**src/rtl/usr_shift_reg_n_if.sv**
```systemverilog
// usr_shift_reg_n_if: control, data and status bundle of the universal shift register.
interface usr_shift_reg_n_if #(parameter int WIDTH = 8);
   localparam int CNT_W = $clog2(WIDTH + 1);
   logic clr;
   logic [2:0] mode;
   logic serial_in_l;
   logic serial_in_r;
   logic [WIDTH-1:0] par_in;
   logic start;
   logic [CNT_W-1:0] burst_len;
   logic [WIDTH-1:0] out;
   logic serial_out_l;
   logic serial_out_r;
   logic busy;
   logic done;
   modport master (
      output clr, mode, serial_in_l, serial_in_r, par_in, start, burst_len,
      input out, serial_out_l, serial_out_r, busy, done
   );
   modport slave (
      input clr, mode, serial_in_l, serial_in_r, par_in, start, burst_len,
      output out, serial_out_l, serial_out_r, busy, done
   );
endinterface

```
**src/rtl/usr_shift_reg_n.sv**
```systemverilog
// usr_shift_reg_n: WIDTH-bit universal shift register with a self-timed N-step burst engine.
// Rotate modes are compiled only when USR_ROTATE_EN is defined; otherwise they hold.
module usr_shift_reg_n #(
   parameter int WIDTH = 8
) (
   input logic clk,
   input logic reset_n,
   usr_shift_reg_n_if.slave bus
);
   localparam int CNT_W = $clog2(WIDTH + 1);
   typedef enum logic {IDLE, BURST} state_t;
   state_t state, state_n;
   logic [WIDTH-1:0] out_q, out_n;
   logic [CNT_W-1:0] cnt, cnt_n, len_sat;
   logic [2:0] bmode, bmode_n;
   logic done_q, done_n;
   function automatic logic [WIDTH-1:0] op(input logic [2:0] m, input logic [WIDTH-1:0] v,
                                           input logic sl, input logic sr);
      op = v;
      case (m)
         3'd1: op = {v[WIDTH-2:0], sl};
         3'd2: op = {sr, v[WIDTH-1:1]};
         3'd3: op = bus.par_in;
`ifdef USR_ROTATE_EN
         3'd4: op = {v[WIDTH-2:0], v[WIDTH-1]};
         3'd5: op = {v[0], v[WIDTH-1:1]};
`endif
         3'd6: op = {v[WIDTH-1], v[WIDTH-1:1]};
         3'd7: op = '0;
         default: op = v;
      endcase
   endfunction
   assign len_sat = (bus.burst_len > CNT_W'(WIDTH)) ? CNT_W'(WIDTH) : bus.burst_len;
   always_comb begin
      state_n = state;
      out_n = out_q;
      cnt_n = cnt;
      bmode_n = bmode;
      done_n = 1'b0;
      if (bus.clr) begin
         state_n = IDLE;
         out_n = '0;
         cnt_n = '0;
      end else if (state == IDLE) begin
         if (bus.start && len_sat != '0) begin
            state_n = BURST;
            bmode_n = bus.mode;
            cnt_n = len_sat;
         end else if (bus.start) begin
            done_n = 1'b1;
         end else begin
            out_n = op(bus.mode, out_q, bus.serial_in_l, bus.serial_in_r);
         end
      end else begin
         out_n = op(bmode, out_q, bus.serial_in_l, bus.serial_in_r);
         cnt_n = cnt - CNT_W'(1);
         state_n = (cnt == CNT_W'(1)) ? IDLE : BURST;
         done_n = (cnt == CNT_W'(1));
      end
   end
   always_ff @(posedge clk or negedge reset_n) begin
      if (!reset_n) begin
         state <= IDLE;
         out_q <= '0;
         cnt <= '0;
         bmode <= '0;
         done_q <= 1'b0;
      end else begin
         state <= state_n;
         out_q <= out_n;
         cnt <= cnt_n;
         bmode <= bmode_n;
         done_q <= done_n;
      end
   end
   assign bus.out = out_q;
   assign bus.serial_out_l = out_q[WIDTH-1];
   assign bus.serial_out_r = out_q[0];
   assign bus.busy = (state == BURST);
   assign bus.done = done_q;
endmodule

```
**src/flat_wrapper.sv**
```systemverilog
// flat-port wrapper written by rule: the top's interface ports become plain ports
module usr_shift_reg_n_flat 
#(
   parameter int WIDTH = 8
)
  (clk, reset_n, bus_clr, bus_mode, bus_serial_in_l, bus_serial_in_r, bus_par_in, bus_start, bus_burst_len, bus_out, bus_serial_out_l, bus_serial_out_r, bus_busy, bus_done);
  usr_shift_reg_n_if #(.WIDTH(WIDTH)) bus_i ();
  input logic clk;
  input logic reset_n;
  input wire logic [$bits(bus_i.clr)-1:0] bus_clr;
  input wire logic [$bits(bus_i.mode)-1:0] bus_mode;
  input wire logic [$bits(bus_i.serial_in_l)-1:0] bus_serial_in_l;
  input wire logic [$bits(bus_i.serial_in_r)-1:0] bus_serial_in_r;
  input wire logic [$bits(bus_i.par_in)-1:0] bus_par_in;
  input wire logic [$bits(bus_i.start)-1:0] bus_start;
  input wire logic [$bits(bus_i.burst_len)-1:0] bus_burst_len;
  output wire logic [$bits(bus_i.out)-1:0] bus_out;
  output wire logic [$bits(bus_i.serial_out_l)-1:0] bus_serial_out_l;
  output wire logic [$bits(bus_i.serial_out_r)-1:0] bus_serial_out_r;
  output wire logic [$bits(bus_i.busy)-1:0] bus_busy;
  output wire logic [$bits(bus_i.done)-1:0] bus_done;
  assign bus_i.clr = bus_clr;
  assign bus_i.mode = bus_mode;
  assign bus_i.serial_in_l = bus_serial_in_l;
  assign bus_i.serial_in_r = bus_serial_in_r;
  assign bus_i.par_in = bus_par_in;
  assign bus_i.start = bus_start;
  assign bus_i.burst_len = bus_burst_len;
  assign bus_out = bus_i.out;
  assign bus_serial_out_l = bus_i.serial_out_l;
  assign bus_serial_out_r = bus_i.serial_out_r;
  assign bus_busy = bus_i.busy;
  assign bus_done = bus_i.done;
  usr_shift_reg_n #(.WIDTH(WIDTH)) u_core (.clk(clk), .reset_n(reset_n), .bus(bus_i));
endmodule
```
**config.mk**
```make
export PLATFORM = sky130hd
export DESIGN_NAME = usr_shift_reg_n_flat
export DESIGN_NICKNAME = d
export VERILOG_FILES = /design/src/rtl/usr_shift_reg_n_if.sv /design/src/rtl/usr_shift_reg_n.sv /design/src/flat_wrapper.sv
export SDC_FILE = /design/constraint.sdc
export NUM_CORES = 1
export LEC_CHECK = 0
export CAP_MARGIN = 20
export CELL_PAD_IN_SITES_DETAIL_PLACEMENT = 0
export CELL_PAD_IN_SITES_GLOBAL_PLACEMENT = 2
export CORE_MARGIN = 2
export CORE_UTILIZATION = 29
export CTS_CLUSTER_SIZE = 30
export DETAILED_ROUTE_END_ITERATION = 8
export HOLD_SLACK_MARGIN = 0.08
export PLACE_DENSITY_LB_ADDON = 0.1
export REMOVE_ABC_BUFFERS = 1
export SKIP_CTS_REPAIR_TIMING = 1
export SYNTH_ARGS = -nofsm -noshare
export SYNTH_HDL_FRONTEND = slang
export SYNTH_SLANG_ARGS = --single-unit
```
**constraint.sdc**
```tcl
create_clock -name clk -period 1.71 [get_ports clk]
set_input_delay 0.2565 -clock clk [delete_from_list [all_inputs] [get_ports clk]]
set_output_delay 0.2565 -clock clk [all_outputs]
set_load 0.005 [all_outputs]
```
==> summary.md <==
The flow ran to the end, and the final reports show no timing, DRC or antenna violations. The standby leakage power is 0.713 nW. The share of cells above drive strength 1 was 0.190. The tools report the insertion delay of the later-clocked pin in the worst-skew pair as 270 ps. For the pin with the worst max-slew slack, the measured transition is 389 ps.

Maximum ir drop on the vdd rail: 310 µV. In this run the standard cell core region covers 0.00406 mm². Fill cells in the final layout number 395. Summed over all failing endpoints, the final setup total negative slack is 0 ps. Clock-pin slew was measured on the worst setup and hold paths at 80 ps.

The post-layout minimum cycle time came out at 1640 ps. Power spread over the standard cell area amounts to 737 mW/mm². The standard-cell row count is 23.

Across all setup checks in the final design, the least slack found is 72.6 ps. The overall die width came out at 69.6 µm. The number of buffers on the longest clock path was 2. Measured in cells, the most critical reg-to-reg path has a length of 4. The number of buffers added on ports was 32. Ranked by total cell area, the synthesized netlist is headed by sky130_fd_sc_hd__dfrtp_1 (34%), sky130_fd_sc_hd__a221oi_1 (11%), sky130_fd_sc_hd__a211oi_1 (4.2%). Total routing usage reported by global routing: 0.168. The via density per instance came out at 5.44. The floorplan step defined a die boundary enclosing 0.00484 mm². The distinct cell type count of the synthesized netlist is 41, and the fraction of synthesis flops using an asynchronous set or reset pin is 1.00. Total power for the finished layout comes to 1.32 mW. The element type at the critical path end is a primary output.

The tools report the final routed wirelength across all metal layers as 3860 µm. Ranked by instance count, the synthesized netlist is headed by sky130_fd_sc_hd__dfrtp_1 (17), sky130_fd_sc_hd__a221oi_1 (16), sky130_fd_sc_hd__inv_1 (13). Along the worst path, the maximum fanout reaches 8.

For the final setup skew, the log shows 10.5 ps. The HPWL after detailed placement is 2860 µm. Post-layout utilization of the core: 0.442. The first global-routing pass estimated 6460 µm of wire. Type of the worst setup path: flop to primary output.

The flop and latch count out of synthesis is 17. The tools report the area of the mapped netlist as 0.00125 mm². Summing all placed instances gives a cell area of 0.00175 mm². The first detailed-routing pass ran for 4 iterations. The number of H-tree branching levels was 1; the overflow left after global routing was 0. The logs give 0 for the total count of max-transition violations in the final report and 0.00180 mm² for the final cell area excluding filler cells. Mean cell area of the mapped netlist: 9.30 µm². The die is 69.6 µm tall. The area growth from synthesis to layout came out at 44.1%.

In the synthesized netlist, the number of instances is 134. STA puts the critical path data required time at 1450 ps. The logs give 0.786 for the final RePlAce weighted congestion and 33 for the number of I/O pins. The run gives 0 as the initial antenna violation count. For the number of global-route vias before repair, the log shows 1269. Violation count after the first detailed-routing iteration: 65. Yosys printed 0 warnings. The run gives 0.739 as the worst slew slack as a fraction of its limit. Based on the critical path, the design can be clocked at up to 0.611 GHz.

The clock drives 17 sinks. The number of clock buffers added by TritonCTS is 3. The tree is rooted in a sky130_fd_sc_hd__clkbuf_8. Setup repair after global routing left no endpoint under its margin.

Biggest area consumer among synthesized cells: sky130_fd_sc_hd__dfrtp_1. The tool flagged a number of max-cap violations equal to 0. Among all flip-flop cells after synthesis, the most frequent one is sky130_fd_sc_hd__dfrtp_1. TritonCTS built the clock tree. The total number of vias is 1273. In the post-synthesis netlist, the cell with the most instances is sky130_fd_sc_hd__dfrtp_1. Before CTS, the worst setup slack after placement is -155 ps. The synthesized design contains 0 enable-type register cells.

The worst hold path class is primary input to asynchronous set/reset pin. Layout net count: 208. The worst setup path is launched from a flop. The number of hold violations in the final report was 0.

After detailed routing, the average wire length per cell comes to 16.5 µm. The logs give 0 for the detailed-route DRC error count and 0 for the total inserted antenna cells. For the count of final setup violators, the log shows 0. The pin count of the biggest net entering global routing came out at 18. The post-route fraction of the period consumed by the critical path was 0.958.

Proportion of netlist area held by the largest area contributor: 0.341. The count of nets left with antenna violations after detail routing is 0. The tools report the initial cell density of the core as 0.307. The run gives 1380 ps as the data arrival time of the critical path.

For the register area share after synthesis, the log shows 0.341.
==> registers in the layout, indices dropped and copies added (netlist names) <==
signal,flops
u_core.bmode,3
u_core.bus.out,8
u_core.bus.done,1
u_core.bus.busy,1
u_core.cnt,4
==> final timing paths <==
check                                            startpoint                             to  slack (ps)
worst min-delay path                                reset_n  u_core.bus.out[3]$_DFFE_PN0P_         320
worst max-delay path              u_core.bus.busy$_DFF_PN0_                       bus_busy          70
worst max register to register  u_core.bmode[2]$_DFFE_PN0P_  u_core.bus.out[7]$_DFFE_PN0P_         120
min in group clk                u_core.bmode[2]$_DFFE_PN0P_    u_core.bmode[2]$_DFFE_PN0P_         550
worst min register to register  u_core.bmode[2]$_DFFE_PN0P_    u_core.bmode[2]$_DFFE_PN0P_         550
max in group asynchronous                           reset_n      u_core.bus.busy$_DFF_PN0_        1160
==> final cells by class <==
class,instances,area (µm²),area share
sequential,17,427,0.238
timing repair buffer,55,493,0.275
clock buffer,4,45.0,0.0251
inverter,13,48.8,0.0272
tap,50,62.6,0.0348
multi-input combinational,95,719,0.401
==> power by group <==
part | internal (mW) | leakage, nW | switching [mW]
sequential | 0.447 | 0.223 | 0.0580
clock | 0.166 | 0.0228 | 0.165
combinational | 0.262 | 0.467 | 0.225
total | 0.875 | 0.713 | 0.448
==> layout by cell type (no fill, tap or decap), types with 2 or more instances in the layout <==
master	count
sky130_fd_sc_hd__a221oi_1	16
sky130_fd_sc_hd__a211oi_1	7
sky130_fd_sc_hd__nand2_1	4
sky130_fd_sc_hd__nor3b_1	4
sky130_fd_sc_hd__ha_1	2
sky130_fd_sc_hd__nor4_1	2
sky130_fd_sc_hd__a21oi_1	3
sky130_fd_sc_hd__nand3_1	2
sky130_fd_sc_hd__nor2_1	9
sky130_fd_sc_hd__clkdlybuf4s50_1	32
sky130_fd_sc_hd__o32ai_1	5
sky130_fd_sc_hd__buf_4	23
sky130_fd_sc_hd__o21ai_2	2
sky130_fd_sc_hd__o21ai_0	9
sky130_fd_sc_hd__mux2_1	2
sky130_fd_sc_hd__dfrtp_1	16
sky130_fd_sc_hd__inv_1	13
sky130_fd_sc_hd__o2bb2ai_1	5
sky130_fd_sc_hd__clkbuf_8	3
sky130_fd_sc_hd__xnor2_1	2
sky130_fd_sc_hd__nor2b_1	3
==> kinds of logic (layout without fill, tap and decap cells) <==
kind of cell,after synthesis,after routing,share of synthesized area
XOR/XNOR,2,2,0.0141
AND/OR/NAND/NOR,32,32,0.146
multiplexers,5,5,0.0472
adder cells (fa/ha/maj),3,3,0.0291
AO/OA/AOI/OAI,53,53,0.341
buffers and inverters,22,72,0.0813
flip-flops,17,17,0.341
==> worst max-delay path, cell delays in order (launching register included) <==
cell                              delay (ps)
sky130_fd_sc_hd__dfrtp_2                 430
sky130_fd_sc_hd__buf_4                   180
sky130_fd_sc_hd__clkdlybuf4s50_1         510
==> stage by stage <==
step           std cells  hold WS (ps)
2_1_floorplan        125         -39.1
3_3_place_gp         230           529
3_5_place_dp         230           527
4_1_cts              234           339
5_1_grt              234           346
6_report             234           325
==> routing by layer <==
| metal | up-vias | track usage | part of all wire |
|---|---|---|---|
| li1 | 626 | - | - |
| met1 | 606 | 0.229 | 0.49 |
| met2 | 35 | 0.272 | 0.45 |
| met3 | 6 | 0.0247 | 0.038 |
| met4 | 0 | 0.0588 | 0.014 |
| met5 | - | 0 | 0 |
No activity file was read; power rests on OpenSTA's default activity.
